## src/rtl/ur_ram_pkg.sv

```systemverilog
// Shared defaults and types for the UR RAM arbiter and its round-robin picker.
package ur_ram_pkg;

  localparam int NUM_REQ_DEF  = 3;
  localparam int ADDR_W_DEF   = 11;
  localparam int DATA_W_DEF   = 128;
  localparam int LOCK_MAX_DEF = 16;

  typedef enum logic {
    ST_ARB    = 1'b0,
    ST_LOCKED = 1'b1
  } arb_state_e;

  // Index width that stays at least one bit for degenerate counts.
  function automatic int idx_w(input int n);
    return (n > 1) ? $clog2(n) : 1;
  endfunction

endpackage

```

## src/rtl/ur_ram_arb_rr_pick.sv

```systemverilog
// Combinational round-robin picker: first set request at or above ptr, wrapping to index 0.
module rr_pick
  import ur_ram_pkg::*;
#(
  parameter int N     = 3,
  parameter int IDX_W = 2
) (
  input  logic [N-1:0]     req,
  input  logic [IDX_W-1:0] ptr,
  output logic [N-1:0]     grant,
  output logic [IDX_W-1:0] idx,
  output logic             any
);

  logic [N-1:0] hi_mask;
  logic [N-1:0] hi_req;
  logic         found;

  generate
    for (genvar gi = 0; gi < N; gi++) begin : g_mask
      assign hi_mask[gi] = (gi >= int'(ptr));
    end
  endgenerate

  assign hi_req = req & hi_mask;
  assign any    = |req;

  // Requests at or above the pointer take priority; the low half is the wrap-around.
  always_comb begin
    grant = '0;
    idx   = '0;
    found = 1'b0;
    for (int k = 0; k < N; k++) begin
      if (!found && hi_req[k]) begin
        found    = 1'b1;
        grant[k] = 1'b1;
        idx      = IDX_W'(k);
      end
    end
    for (int k = 0; k < N; k++) begin
      if (!found && req[k]) begin
        found    = 1'b1;
        grant[k] = 1'b1;
        idx      = IDX_W'(k);
      end
    end
  end

endmodule

```

## src/rtl/ur_ram_arb.sv

```systemverilog
// Round-robin arbiter with burst lock in front of a single-port UR RAM;
// read data is registered so every requester sees one cycle of latency.
module ur_ram_arb
  import ur_ram_pkg::*;
#(
  parameter int NUM_REQ  = NUM_REQ_DEF,
  parameter int ADDR_W   = ADDR_W_DEF,
  parameter int DATA_W   = DATA_W_DEF,
  parameter int LOCK_MAX = LOCK_MAX_DEF
) (
  input  logic                      clk,
  input  logic                      rst,
  input  logic [NUM_REQ-1:0]        req_valid,
  output logic [NUM_REQ-1:0]        req_ready,
  input  logic [NUM_REQ-1:0]        req_we,
  input  logic [NUM_REQ-1:0]        req_lock,
  input  logic [NUM_REQ*ADDR_W-1:0] req_addr,
  input  logic [NUM_REQ*DATA_W-1:0] req_wdata,
  output logic [NUM_REQ-1:0]        rsp_valid,
  output logic [DATA_W-1:0]         rsp_rdata,
  output logic                      ram_we,
  output logic [ADDR_W-1:0]         ram_addr,
  output logic [DATA_W-1:0]         ram_wdata,
  input  logic [DATA_W-1:0]         ram_rdata,
  output logic                      lock_timeout
);

  localparam int IDX_W = idx_w(NUM_REQ);
  localparam int CNT_W = idx_w(LOCK_MAX);

  arb_state_e         state_reg, state_next;
  logic [IDX_W-1:0]   rr_ptr_reg, rr_ptr_next;
  logic [IDX_W-1:0]   lock_owner_reg, lock_owner_next;
  logic [CNT_W-1:0]   idle_cnt_reg, idle_cnt_next;
  logic [NUM_REQ-1:0] rsp_valid_reg, rsp_valid_next;
  logic [DATA_W-1:0]  rsp_rdata_reg, rsp_rdata_next;
  logic               lock_timeout_reg, lock_timeout_next;

  logic [ADDR_W-1:0]  addr_arr  [NUM_REQ];
  logic [DATA_W-1:0]  wdata_arr [NUM_REQ];
  logic [NUM_REQ-1:0] owner_mask;
  logic [NUM_REQ-1:0] eligible;
  logic [NUM_REQ-1:0] grant;
  logic [IDX_W-1:0]   winner;
  logic               accept;

  generate
    for (genvar gi = 0; gi < NUM_REQ; gi++) begin : g_unpack
      assign addr_arr[gi]  = req_addr[gi*ADDR_W +: ADDR_W];
      assign wdata_arr[gi] = req_wdata[gi*DATA_W +: DATA_W];
    end
  endgenerate

  function automatic logic [IDX_W-1:0] next_idx(input logic [IDX_W-1:0] x);
    return (x == IDX_W'(NUM_REQ - 1)) ? '0 : x + 1'b1;
  endfunction

  // While locked only the owner is visible to the picker, so nobody else is ever granted.
  assign owner_mask = NUM_REQ'(1) << lock_owner_reg;
  assign eligible   = (state_reg == ST_LOCKED) ? (req_valid & owner_mask) : req_valid;

  rr_pick #(
    .N     (NUM_REQ),
    .IDX_W (IDX_W)
  ) u_pick (
    .req   (eligible),
    .ptr   (rr_ptr_reg),
    .grant (grant),
    .idx   (winner),
    .any   (accept)
  );

  assign req_ready = grant;

  always_comb begin
    ram_we    = 1'b0;
    ram_addr  = '0;
    ram_wdata = '0;
    if (accept) begin
      ram_we    = req_we[winner];
      ram_addr  = addr_arr[winner];
      ram_wdata = wdata_arr[winner];
    end
  end

  always_comb begin
    state_next        = state_reg;
    rr_ptr_next       = rr_ptr_reg;
    lock_owner_next   = lock_owner_reg;
    idle_cnt_next     = idle_cnt_reg;
    rsp_valid_next    = '0;
    rsp_rdata_next    = rsp_rdata_reg;
    lock_timeout_next = 1'b0;

    // The RAM read is asynchronous, so the word is captured at the edge ending the accept cycle.
    if (accept && !req_we[winner]) begin
      rsp_valid_next = grant;
      rsp_rdata_next = ram_rdata;
    end

    case (state_reg)
      ST_ARB: begin
        if (accept) begin
          rr_ptr_next = next_idx(winner);
          if (req_lock[winner]) begin
            state_next      = ST_LOCKED;
            lock_owner_next = winner;
            idle_cnt_next   = '0;
          end
        end
      end
      ST_LOCKED: begin
        if (accept) begin
          idle_cnt_next = '0;
          if (!req_lock[winner]) begin
            state_next  = ST_ARB;
            rr_ptr_next = next_idx(lock_owner_reg);
          end
        end else if (idle_cnt_reg == CNT_W'(LOCK_MAX - 1)) begin
          state_next        = ST_ARB;
          rr_ptr_next       = next_idx(lock_owner_reg);
          idle_cnt_next     = '0;
          lock_timeout_next = 1'b1;
        end else begin
          idle_cnt_next = idle_cnt_reg + 1'b1;
        end
      end
      default: state_next = ST_ARB;
    endcase
  end

  always_ff @(posedge clk) begin
    if (rst) begin
      state_reg        <= ST_ARB;
      rr_ptr_reg       <= '0;
      lock_owner_reg   <= '0;
      idle_cnt_reg     <= '0;
      rsp_valid_reg    <= '0;
      rsp_rdata_reg    <= '0;
      lock_timeout_reg <= 1'b0;
    end else begin
      state_reg        <= state_next;
      rr_ptr_reg       <= rr_ptr_next;
      lock_owner_reg   <= lock_owner_next;
      idle_cnt_reg     <= idle_cnt_next;
      rsp_valid_reg    <= rsp_valid_next;
      rsp_rdata_reg    <= rsp_rdata_next;
      lock_timeout_reg <= lock_timeout_next;
    end
  end

  assign rsp_valid    = rsp_valid_reg;
  assign rsp_rdata    = rsp_rdata_reg;
  assign lock_timeout = lock_timeout_reg;

endmodule
```

## config.mk

```make
export PLATFORM = sky130hd
export DESIGN_NAME = ur_ram_arb
export DESIGN_NICKNAME = d
export VERILOG_FILES = /design/src/rtl/ur_ram_pkg.sv /design/src/rtl/ur_ram_arb_rr_pick.sv /design/src/rtl/ur_ram_arb.sv
export SDC_FILE = /design/constraint.sdc
export NUM_CORES = 1
export LEC_CHECK = 0
export ABC_CLOCK_PERIOD_IN_PS = 2400
export CAP_MARGIN = 20
export CORE_AREA = 2 2 325 327
export DETAILED_ROUTE_END_ITERATION = 16
export DIE_AREA = 0 0 327 329
export PLACE_DENSITY_LB_ADDON = 0.12
export SLEW_MARGIN = 5
export SYNTH_ARGS = -nofsm -noshare
export SYNTH_HDL_FRONTEND = slang
export SYNTH_SLANG_ARGS = --single-unit
```

## constraint.sdc

```tcl
create_clock -name clk -period 2.4 [get_ports clk]
set_clock_uncertainty 0.1 [all_clocks]
set_input_delay 0.24 -clock clk [delete_from_list [all_inputs] [get_ports clk]]
set_output_delay 0.24 -clock clk [all_outputs]
set_load 0.01 [all_outputs]
```

==> results_dict.tcl <==
set metrics [dict create \
    status "finished with violations" \
    violations "setup timing" \
    first_pass_iters 5 \
    initial_core_util 0.0809 \
    power_density_nw_per_um2 785 \
    nets 2773 \
    clkPwrFrac 0.147 \
    fmax_mhz 352 \
    intPower_w 0.00984 \
    leakagePower_nw 8.46 \
    max_slew.worst_pin.slew_ns 0.444 \
    fin_cells 3634 \
    core_area_um2 104000 \
    synth-main-ff-cell "dfxtp_1" \
    clkSinkCount 141 \
    hold_class "in2reg" \
    globalplace.congestion 0.913 \
    wl_per_cell_um 24.4 \
    grt_max_degree 56 \
    grt_first_pass_wirelength_mm 115 \
    cts_tree "yes" \
    hpwl_mm 71.0 \
    die_area_um2 108000 \
    crit_arrival_ns 2.50 \
    grt_pass1_vias 13937 \
    start_kind "register" \
    overflow 0 \
    die_h_um 329 \
    rows 119 \
    layout_commonest_cell "clkdlybuf4s50_1" \
    final_antenna_net_count 0 \
    yosysWarnings 0 \
    critPathKind "reg2out" \
    max_slew_margin 0.703 \
    synth_nets 1858 \
    clockBufferDepth 2 \
    h-tree-depth 4 \
    timing.final.crit_period_ns 2.84 \
    p_sw_frac 0.431 \
    combinationalPowerShare 0.678 \
    synth_cell_types 52 \
    drive_above_1_share 0.284 \
    pre_cts_slack_ns -1.05 \
    worstPathMaxFanout 30 \
    num_vias 13560 \
    io_pins 831 \
    slew_violations 0 \
    ys_seq_area_frac 0.334 \
    largest_reg_flops 128 \
    r2r_setup_slack_ns -0.13 \
    syn_to_final_growth_pct 161 \
    synth_edf_count 0 \
    portBuffers 830 \
    drc 0 \
    synth-seq-cells 141 \
    synthArstFlopShare 0 \
    antenna_found_initial 52 \
    drt_iter0_drc 521 \
    synth_cells 1301 \
    fin_ws_ns -0.445 \
    hold_buffers 0 \
    rsz0062_at_grt "yes" \
    fin_crit_sh 1.19 \
    clock_latency_ns 0.48 \
    path_clk_slew_ns 0.07 \
    vias_per_cell 3.73 \
    end_kind "output port" \
    n_fill_cell 11677 \
    cap_viol_max_count 0 \
    finalHoldViolCount 0 \
    dieWidth_um 327 \
    final_cell_mix "685 x clkdlybuf4s50_1, 415 x nand2_1, 143 x nor2_1, 136 x dfxtp_1, 132 x a21oi_1" \
    final-setup-viol-count 270 \
    cts_inserted_buffers 17 \
    ir_worst_vdd_mv 0.498 \
    dp_cells 3537 \
    grt_usage 0.153 \
    worstPathRequired_ns 2.06 \
    cts_root_buf "clkbuf_16" \
    finalWirelength_mm 88.6 \
    whs_ns 0.0588 \
    sequentialPowerShare 0.175 \
    power.switching_w 0.00745 \
    syn_area_um2 8440 \
    avgSynthCellArea_um2 6.49 \
]
==> stage by stage <==
stage | area [um2] | util | setup TNS (ns) | power (W)
detailed placement | 19400 | 0.185 | -181.46 | 0.0133
global route | 22000 | 0.211 | -93.40 | 0.0184
floorplan | 8440 | - | 0 | 0.00688
CTS | 20400 | 0.196 | -71.12 | 0.0163
finish | 22000 | 0.211 | -60.83 | 0.0173
global placement | 19400 | 0.185 | -182.41 | 0.0134
==> worst max-delay path, stage by stage, from the launching register on <==
cell      delay (ns)
dfxtp_4         0.38
nand2b_1        0.15
o221a_2         0.30
nand2_8         0.17
buf_4           0.21
buf_12          0.19
nor2_1          0.07
a311oi_2        0.30
buf_2           0.19
==> synthesized netlist by cell type (all sizes together), types with 3 or more instances <==
library cell / count / area share
a311oi: 140 / 0.15
o211ai: 5 / 0.0050
a21oi: 134 / 0.080
nand2b: 5 / 0.0046
nor3: 5 / 0.0030
inv: 6 / 0.0027
nor2: 143 / 0.064
nand3b: 3 / 0.0027
nand2: 543 / 0.24
dfxtp: 141 / 0.33
nand4: 5 / 0.0037
o21ai: 5 / 0.0034
nor2b: 4 / 0.0039
a31oi: 4 / 0.0030
a21boi: 3 / 0.0027
nand3: 5 / 0.0036
clkbuf: 69 / 0.031
buf: 55 / 0.040
==> layer usage <==
metal	part of all wire	vias to the layer above	GRT usage
met5	0.0011	-	0
met4	0.026	14	0.0457
met3	0.079	128	0.0558
met2	0.52	632	0.283
met1	0.37	6445	0.161
li1	-	6341	-
==> timing repair <==
item | in CTS | in global routing
pin swaps | 63 | 128
gates resized for setup | 833 | 256
endpoints found under the setup margin | 282 | 275
buffers inserted | 15 | 18
cloned | 11 | 16
==> power groups by stage <==
stage	combinational, W	sequential [W]	clock [W]
6_report	0.0117	0.00302	0.00254
5_1_grt	0.0125	0.00308	0.00278
4_1_cts	0.0106	0.00302	0.00270
3_5_place_dp	0.0102	0.00307	0
3_3_place_gp	0.0103	0.00305	0
2_1_floorplan	0.00367	0.00321	0
==> final cells by class <==
| type | instances | area (um2) | share of cell area |
|---|---|---|---|
| repair buffers | 1020 | 10300 | 0.467 |
| multi-input cells | 1030 | 6550 | 0.297 |
| flip-flops and latches | 141 | 2840 | 0.129 |
| well taps | 1391 | 1740 | 0.0791 |
| clock buffers | 17 | 425 | 0.0193 |
| clock inverters | 14 | 110 | 0.00500 |
| inverters | 6 | 37.5 | 0.00171 |
| diodes | 15 | 37.5 | 0.00171 |
==> path summary, 6_finish.rpt <==
kind	depth (start not counted)	start	endpoint
worst max-delay path	8	state_reg	ram_addr[5]
worst min-delay path	2	rst	rsp_rdata[5]
worst max register to register	10	lock_owner_reg[1]	rsp_rdata[21]
worst min register to register	2	rsp_rdata[115]	rsp_rdata[115]
==> logic make-up after synthesis <==
group,Yosys count,synth area share
flops,141,0.334
buf+inv,130,0.0729
fa+ha+maj,1,0.00148
simple gates,720,0.332
compound gates,309,0.259
Power figures use the tool's default switching activity.
==> edit 1: new RTL, same flow settings <==
Take the reset off `rsp_rdata_reg` and load it in a clocked block of its own.
--- a/src/rtl/ur_ram_arb.sv
+++ b/src/rtl/ur_ram_arb.sv
@@ -136,7 +136,6 @@
       lock_owner_reg   <= '0;
       idle_cnt_reg     <= '0;
       rsp_valid_reg    <= '0;
-      rsp_rdata_reg    <= '0;
       lock_timeout_reg <= 1'b0;
     end else begin
       state_reg        <= state_next;
@@ -144,9 +143,12 @@
       lock_owner_reg   <= lock_owner_next;
       idle_cnt_reg     <= idle_cnt_next;
       rsp_valid_reg    <= rsp_valid_next;
-      rsp_rdata_reg    <= rsp_rdata_next;
       lock_timeout_reg <= lock_timeout_next;
     end
+  end
+
+  always_ff @(posedge clk) begin
+    rsp_rdata_reg <= rsp_rdata_next;
   end
 
   assign rsp_valid    = rsp_valid_reg;
Function: changed (a bounded check fails within 4 cycles, from zero or initial values and one cycle with rst high).
==> edit 1 against the original RTL <==
  * The run still ends with negative setup slack left
  * Setup slack worse by 160 ps
  * Final area up 5.2%
  * Routed wire length down 19%
  * Non-clock buffer count up 59
  * Sequential share of layout area up 4.9 points
  * Combinational power down 32%
  * Total power down 18%
  * Synthesized area down 7.2%
  * Largest cell class unchanged
  * Sequential cell count unchanged
  * Sequential power up 6%
==> edit 1: results (changes against the original RTL) <==
[grt]
grt_max_degree=59  ; +5.4%
grt_pass1_wl_um=90400  ; -21%
grt_antenna_before_repair=30  ; -42%
grt_pass1_vias=11300  ; -19%

[drt]
finalWirelength_um=72100  ; -19%
drtIter0Drc=331  ; -36%
viasPerCell=3.45  ; -7.6%

[synthesis]
syn_inst=863  ; -34%
synthTopCellsByArea=edfxtp_1 49%, a311oi_1 16%, nand2_1 14%
synth_edf_count=128  ; +128
yosysSeqAreaShare=0.524  ; +0.189

[cells_and_area]
n_fill_cell=11400  ; -2.5%
layout.cells.non_filler=3296  ; -9.3%
seqCellArea_mm2=0.00412  ; +45%
drive_gt1_frac=0.393  ; +0.110

[run_status]
violations=negative setup slack
status=finished, violations left

[timing]
setup-tns-final_ps=-140580  ; -79750 ps
setup_viol_count_final=273  ; +1.1%
setup_slack_ps=-608  ; -163 ps
maxSlewHeadroom=0.620  ; -0.0823

[pwr]
leakage_nw=8.97  ; +6.1%
ir_drop_v=0.000389  ; -22%
internal_power_mw=9.19  ; -6.5%

[placed_design]
placed_area_mm2=0.0187  ; -3.2%
place_hpwl_um=53800  ; -24%
dp_slack_ps=-1040  ; +19.1 ps

-- edit 1: worst paths after layout --
path                                   startpoint            end  slack (ps)  depth (start not counted)
worst max register to register  lock_owner_reg[0]   rsp_rdata[1]        -610                         12
worst max-delay path            lock_owner_reg[0]   rsp_rdata[1]        -610                         12
worst min register to register    idle_cnt_reg[3]   lock_timeout         430                          2
worst min-delay path                ram_rdata[94]  rsp_rdata[94]         250                          1
-- edit 1: power groups by stage --
stage	Clock [mW]	Sequential [mW]	Combinational [mW]
floorplan	0	3.42	1.79
global placement	0	3.25	6.12
detailed placement	0	3.25	6.05
CTS	3.09	3.20	6.68
global route	3.16	3.22	8.48
finish	2.92	3.19	7.99
-- edit 1: timing repair --
item / CTS / global route
setup endpoints to repair: 280 / 281
endpoints found under the hold margin: 0 / 0
pin swaps: 32 / 187
gates cloned: 19 / 25
setup buffers: 38 / 72
gates resized for setup: 848 / 411
-- edit 1: routing by layer --
| metal | routed length [µm] | global-route usage | vias up |
|---|---|---|---|
| met4 | 1050 | 0.0199 | 12 |
| met5 | 70 | 0 | - |
| met2 | 37900 | 0.220 | 566 |
| met1 | 26600 | 0.125 | 5453 |
| met3 | 6440 | 0.0473 | 80 |
| li1 | - | - | 5248 |
-- edit 1: logic make-up after synthesis --
kind of cell / synth area share
AOI/OAI and AO/OA: 0.186
muxes: 0.00798
adders and majority gates: 0.00160
DFF: 0.524
and+or+nand+nor: 0.232
buffers and inverters: 0.0484
-- edit 1: final cells by class --
cell class                      count  area share
Timing Repair Buffer             1079       0.492
Inverter                            5     0.00168
Tap cell                         1391      0.0752
Antenna cell                        9    0.000973
Clock inverter                     15     0.00908
Clock buffer                       17      0.0184
Sequential cell                   141       0.178
Timing Repair inverter              2     0.00140
Multi-Input combinational cell    637       0.224
==> edit 2: new RTL, config.mk and constraints unchanged <==
Made on the original files. `NUM_REQ_DEF`: 3 -> 2.
--- a/src/rtl/ur_ram_pkg.sv
+++ b/src/rtl/ur_ram_pkg.sv
@@ -1,7 +1,7 @@
 // Shared defaults and types for the UR RAM arbiter and its round-robin picker.
 package ur_ram_pkg;
 
-  localparam int NUM_REQ_DEF  = 3;
+  localparam int NUM_REQ_DEF  = 2;
   localparam int ADDR_W_DEF   = 11;
   localparam int DATA_W_DEF   = 128;
   localparam int LOCK_MAX_DEF = 16;
Ports: changed (7 resized); port bits go from 831 to 687. No check against the original RTL was run, so the function may have changed too.
==> edit 2 against the original RTL <==
  * The run still ends with negative setup slack left
  * Synthesized area shrank 18%
  * Routed wire length shrank 28%
  * Critical path depth grew 3
  * Final area shrank 16%
  * Sequential cell count shrank 3
  * Setup slack gained 180 ps
  * Count of clock-buffer cells in the layout is the same
  * Register-to-register slack gained 210 ps
  * Critical path type unchanged
Power is not compared: it rests on default switching activity, and its combinational part moved more than twofold at a synthesized area within 25%.
==> edit 2: results (changes against the original RTL) <==
[placed_design]
place_hpwl_um=47900  ; -33%
placed_area_mm2=0.0159  ; -18%
io_buffers=686  ; -17%
gp_congestion=0.912  ; -0.19%

[run_status]
status=finished, violations left
violations=negative setup slack

[timing]
setup_viol_count_final=137  ; -49%
setup_slack_ps=-269  ; +176 ps
worstMarginPinSlew_ps=640  ; +196 ps

[grt]
grt_usage=0.108  ; -0.0455
grt_antenna_before_repair=24  ; -54%
grt_max_degree=65  ; +16%
grt_pass1_vias=10400  ; -26%

[worst_setup_path]
cp.arrival_ps=2330  ; -170 ps
critical_path.max_stage_delay_ps=410  ; +30 ps
critPathMaxFanout=7  ; -77%

[cells_and_area]
nNetsFinal=2273  ; -18%
drive_gt1_frac=0.265  ; -0.0186
n_fill_cell=11800  ; +0.98%

[pwr]
leakage_nw=7.41

[synthesis]
yosysSeqAreaShare=0.400  ; +0.0657
synthDistinctLibCells=36  ; -31%
synthesis.nets=1506  ; -19%
yosys-top-cells-count=537 x nand2_1, 143 x nand3_1, 138 x dfxtp_1
synthTopCellsByArea=dfxtp_1 40%, nand2_1 29%, nand3_1 10%

[drt]
first_pass_iters=4  ; -1
drtIter0Drc=411  ; -21%
wire_per_inst_um=19.4  ; -20%
vias=10600  ; -22%

==> edit 2: cell types whose count changed in the layout (fill, tap and decap cells not counted), sizes merged, moves of 4 or more <==
cell           change
nand2              -6
o211ai             -4
nand3            +138
clkdlybuf4s50    -142
diode              -4
nand4              -4
nor2             -134
a311oi           -140
buf               -44
==> edit 2: power by group <==
part | leakage (nW) | total, mW | switching [mW] | internal [mW]
logic | 5.99 | 4.47 | 2.05 | 2.41
clock network | 0.280 | 2.75 | 1.29 | 1.46
registers | 1.13 | 2.59 | 0.100 | 2.49
==> edit 2: routing by layer <==
layer	vias up	wire length, µm	part of all wire	global-route usage
li1	5095	-	-	-
met3	64	5210	0.082	0.0405
met2	425	32100	0.50	0.188
met4	18	1320	0.021	0.0319
met1	4948	24900	0.39	0.121
met5	-	108	0.0017	0
==> edit 2: kinds of logic (layout without fill, tap and decap cells) <==
group,after synthesis,in the layout,synth area share
buffers and inverters,94,874,0.0639
AND/OR/NAND/NOR,705,705,0.415
flip-flops,138,138,0.400
other,0,11,0
AO/OA/AOI/OAI,152,152,0.118
adder cells (fa/ha/maj),1,1,0.00181
multiplexers,1,1,0.00145
==> edit 2: area by class of cell <==
class / count / area (µm²) / share of cell area
inverter: 2 / 15.0 / 0.000809
multi-input combinational: 859 / 4600 / 0.248
clock inverter: 15 / 156 / 0.00842
tap: 1391 / 1740 / 0.0937
timing repair buffer: 840 / 8840 / 0.476
antenna: 11 / 27.5 / 0.00148
clock buffer: 17 / 425 / 0.0229
sequential: 138 / 2770 / 0.149
==> edit 2: final timing paths <==
check | start | end | slack (ps) | cells past startpoint
setup / recovery | state_reg | ram_wdata[75] | -270 | 11
hold / removal | ram_rdata[32] | rsp_rdata[32] | 190 | 3
setup reg to reg | state_reg | rsp_rdata[118] | 80 | 12
hold reg to reg | rsp_rdata[90] | rsp_rdata[90] | 350 | 2
==> edit 2: through the flow <==
| step | util | TNS [ps] | setup WS [ps] | cells | hold slack [ps] |
|---|---|---|---|---|---|
| floorplan | - | 0 | 481 | 1091 | 276 |
| global placement | 0.152 | -68290 | -579 | 3140 | 342 |
| detailed placement | 0.152 | -70180 | -593 | 3140 | 347 |
| CTS | 0.164 | -34500 | -490 | 3215 | 135 |
| global route | 0.178 | -30780 | -373 | 3266 | 158 |
| finish | 0.178 | -14910 | -269 | 3273 | 191 |
==> edit 2: timing repair <==
item | in CTS | in global routing
pin swaps | 25 | 130
cloned | 11 | 12
hold buffers | 1 | 0
setup endpoints to repair | 143 | 235
endpoints found under the hold margin | 5 | 0
setup buffers | 31 | 46
gates resized for setup | 550 | 371
==> edit 2: worst max-delay path, delay by kind of cell (launching register included) <==
kind	cells	cell delay, ps
buf+inv	7	800
flops	1	340
simple gates	4	670
